<file path="src/rtl/function_pkg.sv">
// Shared constants and types for the serial restore path of the function unit.
package function_pkg;

   localparam int WIDTH_DEF = 8;

   typedef enum logic [1:0] {
      IDLE  = 2'd0,
      SHIFT = 2'd1,
      DONE  = 2'd2
   } state_t;

   // Bit-counter width for a given operand width (WIDTH >= 2).
   function automatic int cnt_width(input int w);
      return $clog2(w);
   endfunction

   localparam int CNT_W = cnt_width(WIDTH_DEF);

endpackage

</file>
<file path="src/rtl/function_restore_serial_full_adder.sv">
// One-bit full adder; add-direction counterpart of full_subtracter.
module full_adder (
   input  logic a,
   input  logic b,
   input  logic cin,
   output logic s,
   output logic cout
);

   assign s    = a ^ b ^ cin;
   assign cout = (a & b) | (a & cin) | (b & cin);

endmodule

</file>
<file path="src/rtl/function_restore_serial.sv">
// Rebuilds a|b = d + b bit-serially (LSB first) and flags operand pairs that
// could not have come out of the function unit (any carry generated).
module function_restore_serial
   import function_pkg::*;
#(
   parameter int WIDTH = WIDTH_DEF
) (
   input  logic             clk,
   input  logic             rst_n,
   input  logic             start,
   input  logic [WIDTH-1:0] d,
   input  logic [WIDTH-1:0] b,
   output logic             busy,
   output logic             done,
   output logic [WIDTH-1:0] result,
   output logic             carry_err
);

   localparam int CW = cnt_width(WIDTH);

   state_t           state, state_n;
   logic [WIDTH-1:0] d_sr, b_sr, acc;
   logic [CW-1:0]    cnt;
   logic             carry, err_sticky;
   logic             sum, cout;
   logic             accept, last;

   full_adder u_fa (
      .a    (d_sr[0]),
      .b    (b_sr[0]),
      .cin  (carry),
      .s    (sum),
      .cout (cout)
   );

   assign accept = start && ((state == IDLE) || (state == DONE));
   assign last   = (state == SHIFT) && (cnt == CW'(WIDTH - 1));

   always_ff @(posedge clk or negedge rst_n) begin
      if (!rst_n) state <= IDLE;
      else        state <= state_n;
   end

   always_comb begin
      state_n = state;
      busy    = 1'b0;
      done    = 1'b0;
      case (state)
         IDLE:  if (start) state_n = SHIFT;
         SHIFT: begin
            busy = 1'b1;
            if (last) state_n = DONE;
         end
         DONE:  begin
            done    = 1'b1;
            state_n = start ? SHIFT : IDLE;
         end
         default: state_n = IDLE;
      endcase
   end

   // Outputs only move on the edge into DONE so they hold between operations.
   always_ff @(posedge clk or negedge rst_n) begin
      if (!rst_n) begin
         d_sr       <= '0;
         b_sr       <= '0;
         acc        <= '0;
         cnt        <= '0;
         carry      <= 1'b0;
         err_sticky <= 1'b0;
         result     <= '0;
         carry_err  <= 1'b0;
      end else if (accept) begin
         d_sr       <= d;
         b_sr       <= b;
         acc        <= '0;
         cnt        <= '0;
         carry      <= 1'b0;
         err_sticky <= 1'b0;
      end else if (state == SHIFT) begin
         d_sr       <= {1'b0, d_sr[WIDTH-1:1]};
         b_sr       <= {1'b0, b_sr[WIDTH-1:1]};
         acc        <= {sum, acc[WIDTH-1:1]};
         cnt        <= cnt + CW'(1);
         carry      <= cout;
         err_sticky <= err_sticky | cout;
         if (last) begin
            result    <= {sum, acc[WIDTH-1:1]};
            carry_err <= err_sticky | cout;
         end
      end
   end

endmodule

</file>
<file path="config.mk">
export PLATFORM = sky130hd
export DESIGN_NAME = function_restore_serial
export DESIGN_NICKNAME = d
export VERILOG_FILES = /design/src/rtl/function_pkg.sv /design/src/rtl/function_restore_serial_full_adder.sv /design/src/rtl/function_restore_serial.sv
export SDC_FILE = /design/constraint.sdc
export NUM_CORES = 1
export LEC_CHECK = 0
export BUFFER_PORTS_ARGS = -buffer_cell sky130_fd_sc_hd__buf_4
export CORE_MARGIN = 5
export CORE_UTILIZATION = 55
export DETAILED_ROUTE_END_ITERATION = 10
export PLACE_DENSITY = 0.84
export SETUP_SLACK_MARGIN = 0.4
export SKIP_CTS_REPAIR_TIMING = 1
export SYNTH_ARGS = -nofsm -noshare
export SYNTH_HDL_FRONTEND = slang
export SYNTH_SLANG_ARGS = --single-unit
</file>
<file path="constraint.sdc">
create_clock -name clk -period 3.1 [get_ports clk]
set_clock_uncertainty 0.05 [all_clocks]
set_input_delay 0.155 -clock clk [delete_from_list [all_inputs] [get_ports clk]]
set_output_delay 0.155 -clock clk [all_outputs]
set_load 0.05 [all_outputs]
</file>
# Word level (Yosys, flattened, before mapping)

Cells that the tools add are included.

Flip-flop bits (word level): 40
Word-level logic and storage cells: 49
ROM bits: 0
Output and inout port bits: 11
RAM bits: 0
Bits of input ports: 19
Memories: 0
Latch bits: 0

Divide/modulo/power cells: 0
Shift-type cells: 0
Reductions and logical operators: 7
Magnitude comparators: 0
Multiplexer cells: 18
Add/sub/neg operators: 1
$mul: 0
Bitwise operators: 9
Equality and inequality tests: 5

Operators by type and width:

| kind                  | count |
|---|---|
| $mux W8               | 6 |
| $mux W1               | 7 |
| $mux W3               | 2 |
| $pmux W2 S3           | 1 |
| $mux W2               | 2 |
| $ne A2 B2 Y1 const B  | 2 |
| $add A3 B1 Y3 const B | 1 |
| $and A1 B1 Y1         | 3 |
| $eq A3 B3 Y1 const B  | 1 |
| $or A1 B1 Y1          | 3 |
| $reduce_and A3 Y1     | 1 |
| $eq A2 B1 Y1 const B  | 1 |
| $eq A2 B2 Y1 const B  | 1 |
| $logic_and A1 B1 Y1   | 2 |
| $logic_not A2 Y1      | 1 |
| $reduce_and A2 Y1     | 1 |
| $reduce_bool A2 Y1    | 1 |
| $xor A1 B1 Y1         | 2 |
| $logic_or A1 B1 Y1    | 1 |
| $not A1 Y1            | 1 |

# Logic depth before layout (Yosys ltp)

Gate-level depths: netlist of run 1.

Depth after elaboration: 6
Gate-level depth with buffers: 6
Gate-level depth less buffers: 5

# By module

From an unflattened synthesis of run 1, not the netlist that was laid out.

Cell total of the unflattened synthesis: 161
Area, all modules: 1,920.6 um^2

Modules (own cells, without submodules):

| module                  | sequential area each (um^2) | area an instance (um^2) | cells each | times used |
|---|---|---|---|---|
| function_restore_serial | 975.9                       | 1,900.6                 | 160        | 1 |
| full_adder              | 0.0                         | 20.0                    | 1          | 1 |

# Least setup slack after synthesis of run 1

Ideal clock, no wire load.

Path kind: register to register
Start: register carry
End: register acc[7]
Setup time: 121 ps
Setup slack: 1,556 ps
Path buffers: 0
Cell stages (with the launch flop): 4
Data required time: 2,929 ps
Arrival: 1,373 ps
Clock period less this slack: 1,544 ps
Cell sequence: dfrtp_1 fa_1 mux2_2 a22o_2

Word-level cells in the longest chain between the ends: 3

RTL lines:

| item                   | line                                     | text |
|---|---|---|
| from (decl)            | function_restore_serial.sv:24            | `logic carry, err_sticky;` |
| from (signal assigned) | function_restore_serial.sv:85            | `carry <= cout;` |
| $xor A1 B1 Y1          | function_restore_serial_full_adder.sv:10 | `assign s = a ^ b ^ cin;` |
| via sum                | function_restore_serial.sv:25            | `logic sum, cout;` |
| $mux W8                | function_restore_serial.sv:80            | `end else if (state == SHIFT) begin` |
| $mux W8                | function_restore_serial.sv:73            | `end else if (accept) begin` |
| to (signal assigned)   | function_restore_serial.sv:83            | `acc <= {sum, acc[WIDTH-1:1]};` |
| to (decl)              | function_restore_serial.sv:22            | `logic [WIDTH-1:0] d_sr, b_sr, acc;` |

The timed path passes the listed nets, and every way through them passes these cells. The select of a mux whose other input is x is not followed.
A chain may end at the register's enable or synchronous reset.

# Final worst setup path of run 1

Start: register state[0]
End: output port busy

Word-level cells in the longest chain between the ends: 2

RTL lines:

| item                   | line                          | text |
|---|---|---|
| from (decl)            | function_restore_serial.sv:21 | `state_t state, state_n;` |
| from (signal assigned) | function_restore_serial.sv:41 | `else state <= state_n;` |
| $eq A2 B1 Y1           | function_restore_serial.sv:48 | `case (state)` |
| $mux W1                | function_restore_serial.sv:48 |  |
| to (decl)              | function_restore_serial.sv:13 | `output logic busy,` |

No other way between the ends.

==> results of run 1 <==
## layer usage
layer / vias to the layer above / GRT usage, % / wire [um]
li1: 567 / - / -
met1: 560 / 21.7 / 1440
met2: 33 / 27.1 / 1550
met3: 5 / 3.99 / 185
met4: 0 / 6.08 / 48
met5: - / 0 / 0
## power by group through the flow
stage	Combinational, mW	Sequential (mW)	Clock, mW
global placement	0.901	0.922	0
finish	0.937	0.927	0.353
global route	1.03	0.963	0.387
CTS	0.948	0.928	0.360
detailed placement	0.947	0.939	0
floorplan	0.660	1.02	0
## synthesized netlist by cell type (all sizes together)
library cell / number / area [sq um]
dfrtp: 39 / 976
inv: 15 / 56.3
a21oi: 14 / 73.8
a22o: 12 / 120
mux2: 12 / 161
o22ai: 11 / 68.8
buf: 9 / 91.3
o21ai: 5 / 25.0
mux2i: 4 / 40.0
a211oi: 3 / 22.5
and2b: 3 / 26.3
a21o: 2 / 15.0
ha: 2 / 25.0
nor2: 2 / 10.0
nor2b: 2 / 12.5
fa: 1 / 20.0
nand2: 1 / 3.75
nand2b: 1 / 6.26
nand3: 1 / 5.00
nand3b: 1 / 20.0
or2b: 1 / 11.3
xnor2: 1 / 8.76
## through the flow
| stage | worst slack (ns) | utilization (%) | power (mW) |
|---|---|---|---|
| 4_1_cts | 0.841 | 66.6 | 2.24 |
| 3_3_place_gp | 1.30 | 63.8 | 1.82 |
| 5_1_grt | 0.614 | 67.3 | 2.38 |
| 3_5_place_dp | 1.21 | 63.8 | 1.89 |
| 6_report | 0.808 | 67.3 | 2.22 |
| 2_1_floorplan | 1.56 | - | 1.68 |
## final cells by class
cell class / count / area (sq um) / share of cell area (%)
Inverter: 15 / 56.3 / 2.70
Sequential cell: 39 / 976 / 46.8
Clock buffer: 6 / 51.3 / 2.46
Clock inverter: 2 / 35.0 / 1.68
Multi-Input combinational cell: 79 / 676 / 32.4
Timing Repair Buffer: 31 / 238 / 11.4
Tap cell: 44 / 55.1 / 2.64
## layout by cell type (no fill, tap or decap), types with 2 or more instances in the layout
| master | n |
|---|---|
| o22ai_1 | 11 |
| mux2_4 | 7 |
| a22o_2 | 12 |
| dfrtp_1 | 39 |
| a21o_1 | 2 |
| a21oi_1 | 13 |
| mux2i_1 | 4 |
| ha_1 | 2 |
| dlygate4sd3_1 | 2 |
| o21ai_0 | 5 |
| mux2_2 | 5 |
| clkbuf_4 | 5 |
| buf_4 | 29 |
| a211oi_1 | 3 |
| nor2b_1 | 2 |
| and2b_2 | 3 |
| inv_1 | 15 |
## final timing paths
kind | startpoint | end | slack (ns) | cells past startpoint
worst max register to register | state[1] | acc[3] | 1.28 | 3
worst min-delay path | b[0] | b_sr[0] | 0.02 | 3
worst max-delay path | state[0] | busy | 0.81 | 3
min in group asynchronous | rst_n | result[7] | 0.26 | 2
max in group asynchronous | rst_n | d_sr[2] | 2.40 | 2
worst min register to register | carry_err | carry_err | 0.46 | 2
## worst min-delay path: stages
cell and delay (ns):
buf_4 0.08, a211oi_1 0.05, a21oi_1 0.10
## logic make-up (layout without fill, tap and decap cells)
logic type / Yosys count / count (layout)
fa+ha+maj: 3 / 3
xor+xnor: 1 / 1
buf+inv: 24 / 54
compound gates: 47 / 47
mux: 16 / 16
simple gates: 12 / 12
flops: 39 / 39
## flip-flops by register name (all words and copies together) (netlist names)
register and flops:
acc 7, state 2, carry_err 1, cnt 3, err_sticky 1, d_sr 8
carry 1, result 8, b_sr 8
==> out/qor.csv, run 1 <==
stage,metric,value,unit
setup_path,Max stage delay on crit path,0.80,ns
clock_tree,"Clk Latency, worst-skew pair",0.34,ns
logic_synthesis,#FFs+latches synth,39,
setup_path,CP Launch Type,register,
finish,fin cells,216,
clock_tree,CTS Sinks,39,
detailed_routing,DRT Wirelength,3220,um
setup_path,CP max stage cell,dfrtp_1,
power,logic gate share of total power,42.3,%
setup_path,CP Class,reg -> out,
flow_run,Max-cap violations,0,
global_route,antenna violations before repair,0,
floorplanning,num ports,30,
detailed_routing,via count,1165,
timing,unrepaired setup endpoints after global routing,no,
setup_path,worst path arrival time,2.09,ns
timing,final hold violation count,0,
setup_path,WP buf/inv,2,
finish,Antenna Cells,0,
worst_hold_path,hold crit path type,in -> reg,
logic_synthesis,syn_area_per_cell,12.7,sq um
floorplanning,core area,3100,sq um
global_route,total track usage,16.7,%
logic_synthesis,Mapped Area,1800,sq um
setup_path,worst path cell trace,nand2b_1 > inv_1 > buf_4,
floorplanning,Row Count,20,
logic_synthesis,Mapped Nets,164,
timing,Max Slew Vio Count,0,
placed_design,placed inst area,1980,sq um
power,switching share of power,38.3,%
floorplanning,die height,67.2,um
timing,Fin Setup TNS,0,ns
placed_design,Cells after DPL,206,
global_route,number of global-route vias before repair,1198,
finish,area grow syn2layout,16.0,%
timing,Worst-Margin Slew,0.684,ns
detailed_routing,DRT antenna net count,0,
finish,Final nets,193,
clock_tree,clock slew at reported path FFs,0.11,ns
detailed_routing,drt wl/cell,14.9,um
run_status,run status,completed,
setup_path,"delay-heaviest family, CP",flip-flops,
detailed_routing,drt pass-1 iters,4,
placed_design,DPL Wire Length,2330,um
finish,filler cell count in the final layout,272,
finish,layout cells sized above 1,39.5,%
logic_synthesis,Synth Area in Adders,2.50,%
clock_tree,CTS tree,built,
global_route,global route total overflow,0,
timing,final setup fails,0,
global_route,pin count of the biggest net entering global routing,40,
clock_tree,H-tree levels,2,
placed_design,IO Port Bufs,29,
setup_path,crit end category,output pin,
timing,maximum clock rate,436,MHz
logic_synthesis,Post-Synth Simple-Gate Area,5.29,%
setup_path,"Data required, critical path",2.89,ns
logic_synthesis,Synth Warn #,0,
global_route,first-pass GRT wire length,5580,um
detailed_routing,DRT iter0 DRCs,34,
clock_tree,CTS Buf Count,5,
power,internal power,1.37,mW
power,power per cell area,1060,nW/um^2
finish,final instance area,2090,sq um
detailed_routing,Via density,5.39,
power,worst vdd ir,0.501,mV
logic_synthesis,library cells used by synthesis,28,
logic_synthesis,XOR/XNOR Fraction of Synth Area,0.487,%
power,Leakage,1.06,nW
logic_synthesis,compound-cell area share of the yosys netlist,18.1,%
timing,slew margin rel.,54.4,%
logic_synthesis,multiplexer area fraction after synthesis,11.2,%
floorplanning,Initial Utilization,58.0,%
floorplanning,Die ar.,4520,sq um
timing,Hold Slack,0.0237,ns
clock_tree,CTS max path bufs,2,
floorplanning,die width,67.2,um
power,Net Sw Power,850,uW
logic_synthesis,Cells after Synth,142,
logic_synthesis,largest family of logic cells by synthesized area,compound AO/OA/AOI/OAI gates,
setup_path,"critical path fanouts, max",21,
power,sequential share of power,41.8,%
clock_tree,Root Buffer,clkbuf_4,
placed_design,routability cong.,0.795,
timing,fin crit share,73.9,%
logic_synthesis,sequential area share after synthesis,54.2,%
power,Clk pwr share,15.9,%
timing,Tmin final,2.29,ns
detailed_routing,DRC,0,
Note: power is estimated with default switching activity, not from simulation.
==> inputs of run 2 (changes only) <==
--- a/config.mk
+++ b/config.mk
@@ -7,9 +7,9 @@
 export LEC_CHECK = 0
 export BUFFER_PORTS_ARGS = -buffer_cell sky130_fd_sc_hd__buf_4
 export CORE_MARGIN = 5
-export CORE_UTILIZATION = 55
+export CORE_UTILIZATION = 50
 export DETAILED_ROUTE_END_ITERATION = 10
-export PLACE_DENSITY = 0.84
+export PLACE_DENSITY = 0.81
 export SETUP_SLACK_MARGIN = 0.4
 export SKIP_CTS_REPAIR_TIMING = 1
 export SYNTH_ARGS = -nofsm -noshare
==> constraint.sdc (replaced) <==
create_clock -name clk -period 2 [get_ports clk]
set_clock_uncertainty 0.05 [all_clocks]
set_input_delay 0.1 -clock clk [delete_from_list [all_inputs] [get_ports clk]]
set_output_delay 0.1 -clock clk [all_outputs]
set_load 0.05 [all_outputs]
==> run 2 against run 1 <==
  * The run now ends with negative hold slack left
  * Non-clock buffer count up 12
  * Global-route usage down 2.6 points
  * Sequential power up 51%
  * Final cell count up 6.0%
  * First-iteration DRC count up 53%
  * Largest power group unchanged
==> out/qor.csv, run 2 (same netlist as run 1, synthesis figures left out) <==
stage,metric,value,unit,change
detailed_routing,DRT antenna net count,0,,unchanged
power,power per cell area,1630,nW/um^2,was 1060 nW/um^2
power,Leakage,1.11,nW,was 1.06 nW
floorplanning,num ports,30,,unchanged
timing,maximum clock rate,627,MHz,
finish,layout cells sized above 1,40.4,%,was 39.5%
clock_tree,clock slew at reported path FFs,0.11,ns,about the same
timing,final worst slack,0.405,ns,was 0.808 ns
placed_design,routability cong.,0.776,,was 0.795
detailed_routing,DRC,0,,unchanged
power,worst vdd ir,0.685,mV,was 0.501 mV
global_route,number of global-route vias before repair,1179,,was 1198
floorplanning,Row Count,21,,was 20
finish,"commonest non-fill, non-tap cell in the layout",dfrtp_1,,unchanged
global_route,pin count of the biggest net entering global routing,40,,unchanged
clock_tree,CTS max path bufs,2,,unchanged
finish,final core occ,64.3,%,was 67.3%
detailed_routing,drt pass-1 iters,4,,unchanged
global_route,antenna violations before repair,0,,unchanged
floorplanning,die width,70.0,um,was 67.2 um
timing,unrepaired setup endpoints after global routing,yes,,was no
timing,Hold Slack,-0.0218,ns,was 0.0237 ns
floorplanning,Initial Utilization,52.7,%,was 58.0%
flow_run,Max-cap violations,0,,unchanged
detailed_routing,Via density,5.40,,was 5.39
run_status,run status,finished with violations,,was completed
global_route,total track usage,14.0,%,was 16.7%
detailed_routing,DRT iter0 DRCs,52,,was 34
clock_tree,H-tree levels,2,,unchanged
detailed_routing,drt wl/cell,15.1,um,was 14.9 um
clock_tree,CTS Sinks,39,,unchanged
floorplanning,core area,3420,sq um,was 3100 sq um
run_status,failing checks,negative hold slack,,
setup_path,"critical path fanouts, max",3,,was 21
detailed_routing,via count,1236,,was 1165
placed_design,IO Port Bufs,29,,unchanged
setup_path,CP Launch Type,register,,unchanged
floorplanning,die height,70.0,um,was 67.2 um
finish,area grow syn2layout,22.0,%,was 16.0%
detailed_routing,DRT Wirelength,3470,um,was 3220 um
clock_tree,"Clk Latency, worst-skew pair",0.34,ns,about the same
setup_path,crit end category,register,,was output pin
setup_path,CP Class,reg -> reg,,was reg -> out
timing,Fin Setup TNS,0,ns,unchanged
finish,top flop regs,"b_sr x8, d_sr x8, result x8",,unchanged
clock_tree,Root Buffer,clkbuf_4,,unchanged
placed_design,Place WS,0.377,ns,was 1.21 ns
finish,Antenna Cells,0,,unchanged
timing,slew margin rel.,63.0,%,was 54.4%
finish,"commonest non-fill, non-tap cells in the layout","38 x dfrtp_1, 35 x buf_4, 15 x inv_1",,"was 39 x dfrtp_1, 29 x buf_4, 15 x inv_1"
timing,final setup fails,0,,unchanged
timing,Tmin final,1.59,ns,
setup_path,worst path arrival time,1.79,ns,was 2.09 ns
timing,Max Slew Vio Count,0,,unchanged
global_route,first-pass GRT wire length,5580,um,unchanged
finish,Final nets,205,,was 193
clock_tree,CTS tree,built,,unchanged
worst_hold_path,hold crit path type,in -> reg,,unchanged
placed_design,DPL Wire Length,2380,um,was 2330 um
global_route,global route total overflow,0,,unchanged
setup_path,"Data required, critical path",2.20,ns,was 2.89 ns
timing,Worst-Margin Slew,0.554,ns,was 0.684 ns
floorplanning,Die ar.,4900,sq um,was 4520 sq um
clock_tree,CTS Buf Count,5,,unchanged
timing,fin crit share,79.7,%,
timing,final hold violation count,7,,was 0
## run 2: cell types whose count changed in the layout (fill, tap and decap cells not counted), sizes merged
cell	previous run	this run
dlygate4sd3	2	7
clkinv	1	0
buf	29	36
## run 2: final cells by class
cell class / instances / area [sq um]
Clock buffer: 6 / 41.3
Multi-Input combinational cell: 79 / 687
Tap cell: 46 / 57.6
Inverter: 15 / 56.3
Sequential cell: 39 / 980
Fill cell: 290 / 1220
Timing Repair Buffer: 43 / 344
Clock inverter: 1 / 30.0
## run 2: layer usage
layer | share of wire (%) | vias up | global-route usage [%]
li1 | - | 583 | -
met1 | 44 | 613 | 18.8
met4 | 0.72 | 0 | 3.19
met2 | 48 | 36 | 21.6
met3 | 6.4 | 4 | 5.31
met5 | 0 | - | 0
## run 2: critical path, stage by stage, from the launching register on
cell and delay (ns):
dfrtp_1 0.42, fa_1 0.51, mux2_4 0.29, a22o_4 0.24
## run 2: where the power goes
group / internal [mW] / total [mW] / switching [mW]
Sequential: 1.14 / 1.40 / 0.259
Combinational: 0.813 / 1.67 / 0.860
Clock: 0.258 / 0.509 / 0.251
Total: 2.21 / 3.58 / 1.37
## run 2: per-stage QoR
step / cell area, sq um / total power [mW] / instances
after floorplan: 1800 / 2.60 / 142
after global placement: 2000 / 2.84 / 210
after detailed placement: 2000 / 2.97 / 210
after CTS: 2070 / 3.47 / 217
after global routing: 2200 / 3.80 / 229
final: 2200 / 3.58 / 229
## run 2: final timing paths
path | from | to | slack, ns | cells past startpoint
setup reg to reg | b_sr[0] | acc[7] | 0.41 | 3
hold reg to reg | carry_err | carry_err | 0.46 | 2
min in group asynchronous | rst_n | result[0] | 0.20 | 2
setup / recovery | b_sr[0] | acc[7] | 0.41 | 3
max in group asynchronous | rst_n | state[1] | 1.33 | 2
hold / removal | d[0] | d_sr[0] | -0.02 | 3
==> inputs of run 3 (changes only) <==
--- a/config.mk
+++ b/config.mk
@@ -7,9 +7,9 @@
 export LEC_CHECK = 0
 export BUFFER_PORTS_ARGS = -buffer_cell sky130_fd_sc_hd__buf_4
 export CORE_MARGIN = 5
-export CORE_UTILIZATION = 50
+export CORE_UTILIZATION = 55
 export DETAILED_ROUTE_END_ITERATION = 10
-export PLACE_DENSITY = 0.81
+export PLACE_DENSITY = 0.84
 export SETUP_SLACK_MARGIN = 0.4
 export SKIP_CTS_REPAIR_TIMING = 1
 export SYNTH_ARGS = -nofsm -noshare
==> constraint.sdc (replaced) <==
create_clock -name clk -period 1.6 [get_ports clk]
set_clock_uncertainty 0.05 [all_clocks]
set_input_delay 0.08 -clock clk [delete_from_list [all_inputs] [get_ports clk]]
set_output_delay 0.08 -clock clk [all_outputs]
set_load 0.05 [all_outputs]
==> run 3 against run 2 <==
  * The run now ends clean
  * Die area shrank 7.8%
  * Count of clock-buffer cells in the layout is the same
  * Critical endpoint unchanged
  * Non-clock buffer count grew 22
  * Critical path type unchanged
==> out/qor.csv, run 3 (same netlist as run 1, synthesis figures left out) <==
stage,metric,value,unit,change
detailed_routing,DRT iter0 DRCs,80,,was 52
setup_path,"Data required, critical path",1.81,ns,was 2.20 ns
setup_path,CP Class,reg -> reg,,unchanged
global_route,number of global-route vias before repair,1203,,was 1179
global_route,global route total overflow,0,,unchanged
detailed_routing,Via density,5.40,,about the same
finish,Final nets,229,,was 205
finish,"commonest non-fill, non-tap cells in the layout","41 x buf_4, 36 x dfrtp_1, 17 x dlygate4sd3_1",,"was 38 x dfrtp_1, 35 x buf_4, 15 x inv_1"
timing,fin crit share,97.4,%,was 79.7%
worst_hold_path,hold path depth,3,,unchanged
floorplanning,Die ar.,4520,sq um,was 4900 sq um
floorplanning,core area,3100,sq um,was 3420 sq um
finish,area grow syn2layout,43.2,%,was 22.0%
placed_design,IO Port Bufs,29,,unchanged
clock_tree,CTS Buf Count,5,,unchanged
finish,layout cells sized above 1,51.4,%,was 40.4%
finish,Antenna Cells,0,,unchanged
detailed_routing,via count,1360,,was 1236
global_route,antenna violations before repair,0,,unchanged
worst_hold_path,hold crit path type,in -> reg,,unchanged
setup_path,crit path launch,carry,,was b_sr[0]
setup_path,CP Launch Type,register,,unchanged
floorplanning,die height,67.2,um,was 70.0 um
placed_design,DPL Wire Length,2470,um,was 2380 um
floorplanning,die width,67.2,um,was 70.0 um
timing,final hold violation count,0,,was 7
detailed_routing,drt wl/cell,16.8,um,was 15.1 um
setup_path,r2r endpoint,acc[7],,unchanged
setup_path,"critical path fanouts, max",2,,was 3
timing,final setup fails,0,,unchanged
detailed_routing,DRT Wirelength,4240,um,was 3470 um
detailed_routing,DRC,0,,unchanged
clock_tree,Root Buffer,clkbuf_4,,unchanged
flow_run,Max-cap violations,0,,unchanged
setup_path,Worst R2R Setup Slack,0.04,ns,was 0.41 ns
global_route,pin count of the biggest net entering global routing,40,,unchanged
timing,unrepaired setup endpoints after global routing,yes,,unchanged
finish,top flop regs,"b_sr x8, d_sr x8, result x8",,unchanged
timing,Worst-Margin Slew,0.484,ns,was 0.554 ns
floorplanning,Row Count,20,,was 21
placed_design,routability cong.,0.756,,was 0.776
power,Leakage,1.26,nW,was 1.11 nW
placed_design,Cells after DPL,211,,was 210
setup_path,worst path arrival time,1.76,ns,was 1.79 ns
finish,fin cells,252,,was 229
worst_hold_path,hold path start,b[7],,was d[0]
setup_path,worst path cell trace,fa_2 > mux2_4 > a22o_2,,was fa_1 > mux2_4 > a22o_4
detailed_routing,DRT antenna net count,0,,unchanged
global_route,total track usage,17.8,%,was 14.0%
run_status,run status,completed,,was finished with violations
timing,slew margin rel.,67.8,%,was 63.0%
clock_tree,"Clk Latency, worst-skew pair",0.36,ns,was 0.34 ns
detailed_routing,drt pass-1 iters,4,,unchanged
timing,Max Slew Vio Count,0,,unchanged
finish,final core occ,83.0,%,was 64.3%
clock_tree,clock slew at reported path FFs,0.11,ns,about the same
power,power per cell area,1990,nW/um^2,was 1630 nW/um^2
worst_hold_path,hold endpoint,b_sr[7],,was d_sr[0]
finish,"commonest non-fill, non-tap cell in the layout",buf_4,,was dfrtp_1
clock_tree,H-tree levels,2,,unchanged
clock_tree,CTS max path bufs,2,,unchanged
setup_path,RR Startpoint,carry,,was b_sr[0]
global_route,first-pass GRT wire length,5800,um,was 5580 um
placed_design,placed inst area,2070,sq um,was 2000 sq um
clock_tree,CTS tree,built,,unchanged
timing,maximum clock rate,642,MHz,was 627 MHz
setup_path,crit end category,register,,unchanged
setup_path,Max stage delay on crit path,0.48,ns,was 0.51 ns
setup_path,reg2reg path depth,3,,unchanged
power,worst vdd ir,1.06,mV,was 0.685 mV
clock_tree,CTS Sinks,39,,unchanged
timing,Tmin final,1.56,ns,was 1.59 ns
floorplanning,num ports,30,,unchanged
floorplanning,Initial Utilization,58.0,%,was 52.7%
finish,final instance area,2580,sq um,was 2200 sq um
setup_path,CP max stage cell,fa_2,,was fa_1
-- run 3: changes by cell type in the layout (fill, tap and decap cells not counted), moves of 3 or more --
cell / change
buf_6: +4
buf_4: +6
o21ai_0: -3
dlygate4sd3_1: +10
dfrtp_2: +3
o22ai_1: -3
-- run 3: routing by layer --
metal | track usage [%] | up-vias | share of wire (%)
li1 | - | 634 | -
met1 | 21.5 | 669 | 40
met2 | 29.4 | 48 | 53
met4 | 9.87 | 0 | 2.0
met3 | 3.99 | 9 | 5.5
met5 | 0 | - | 0
-- run 3: worst max-delay path by stage --
stage / end / slack [ns] / cells after the start
CTS: done / -0.07 / 3
floorplan: acc[7] / 0.09 / 3
global route: acc[7] / 0.02 / 3
detailed placement: acc[7] / 0.03 / 3
finish: acc[7] / 0.04 / 3
global placement: acc[7] / 0.07 / 3
-- run 3: worst max-delay path, delay by kind of cell (launching register included) --
family / cells / cell delay [ns]
AOI/OAI and AO/OA: 1 / 0.23
DFF: 1 / 0.42
muxes: 1 / 0.27
adders and majority gates: 1 / 0.48
-- run 3: power breakdown --
part,leakage [nW],switching (mW),internal (mW)
Combinational,0.739,1.24,1.36
Sequential,0.473,0.398,1.42
Clock,0.0482,0.332,0.369
Total,1.26,1.97,3.16
-- run 3: through the flow --
step	TNS (ns)	total power, mW	setup slack, ns	hold WS (ns)
finish	0	5.12	0.0424	0.0113
global route	0	5.40	0.0166	0.0250
CTS	-0.118	4.58	-0.0719	-0.380
detailed placement	0	3.87	0.0336	0.0236
global placement	0	3.72	0.0730	0.0207
floorplan	0	3.38	0.0881	-0.266
-- run 3: layout make-up --
| type | instances | area [sq um] |
|---|---|---|
| Sequential cell | 39 | 980 |
| Clock inverter | 2 | 35.0 |
| Clock buffer | 6 | 51.3 |
| Inverter | 15 | 60.1 |
| Tap cell | 44 | 55.1 |
| Fill cell | 175 | 527 |
| Multi-Input combinational cell | 81 | 826 |
| Timing Repair Buffer | 65 | 569 |
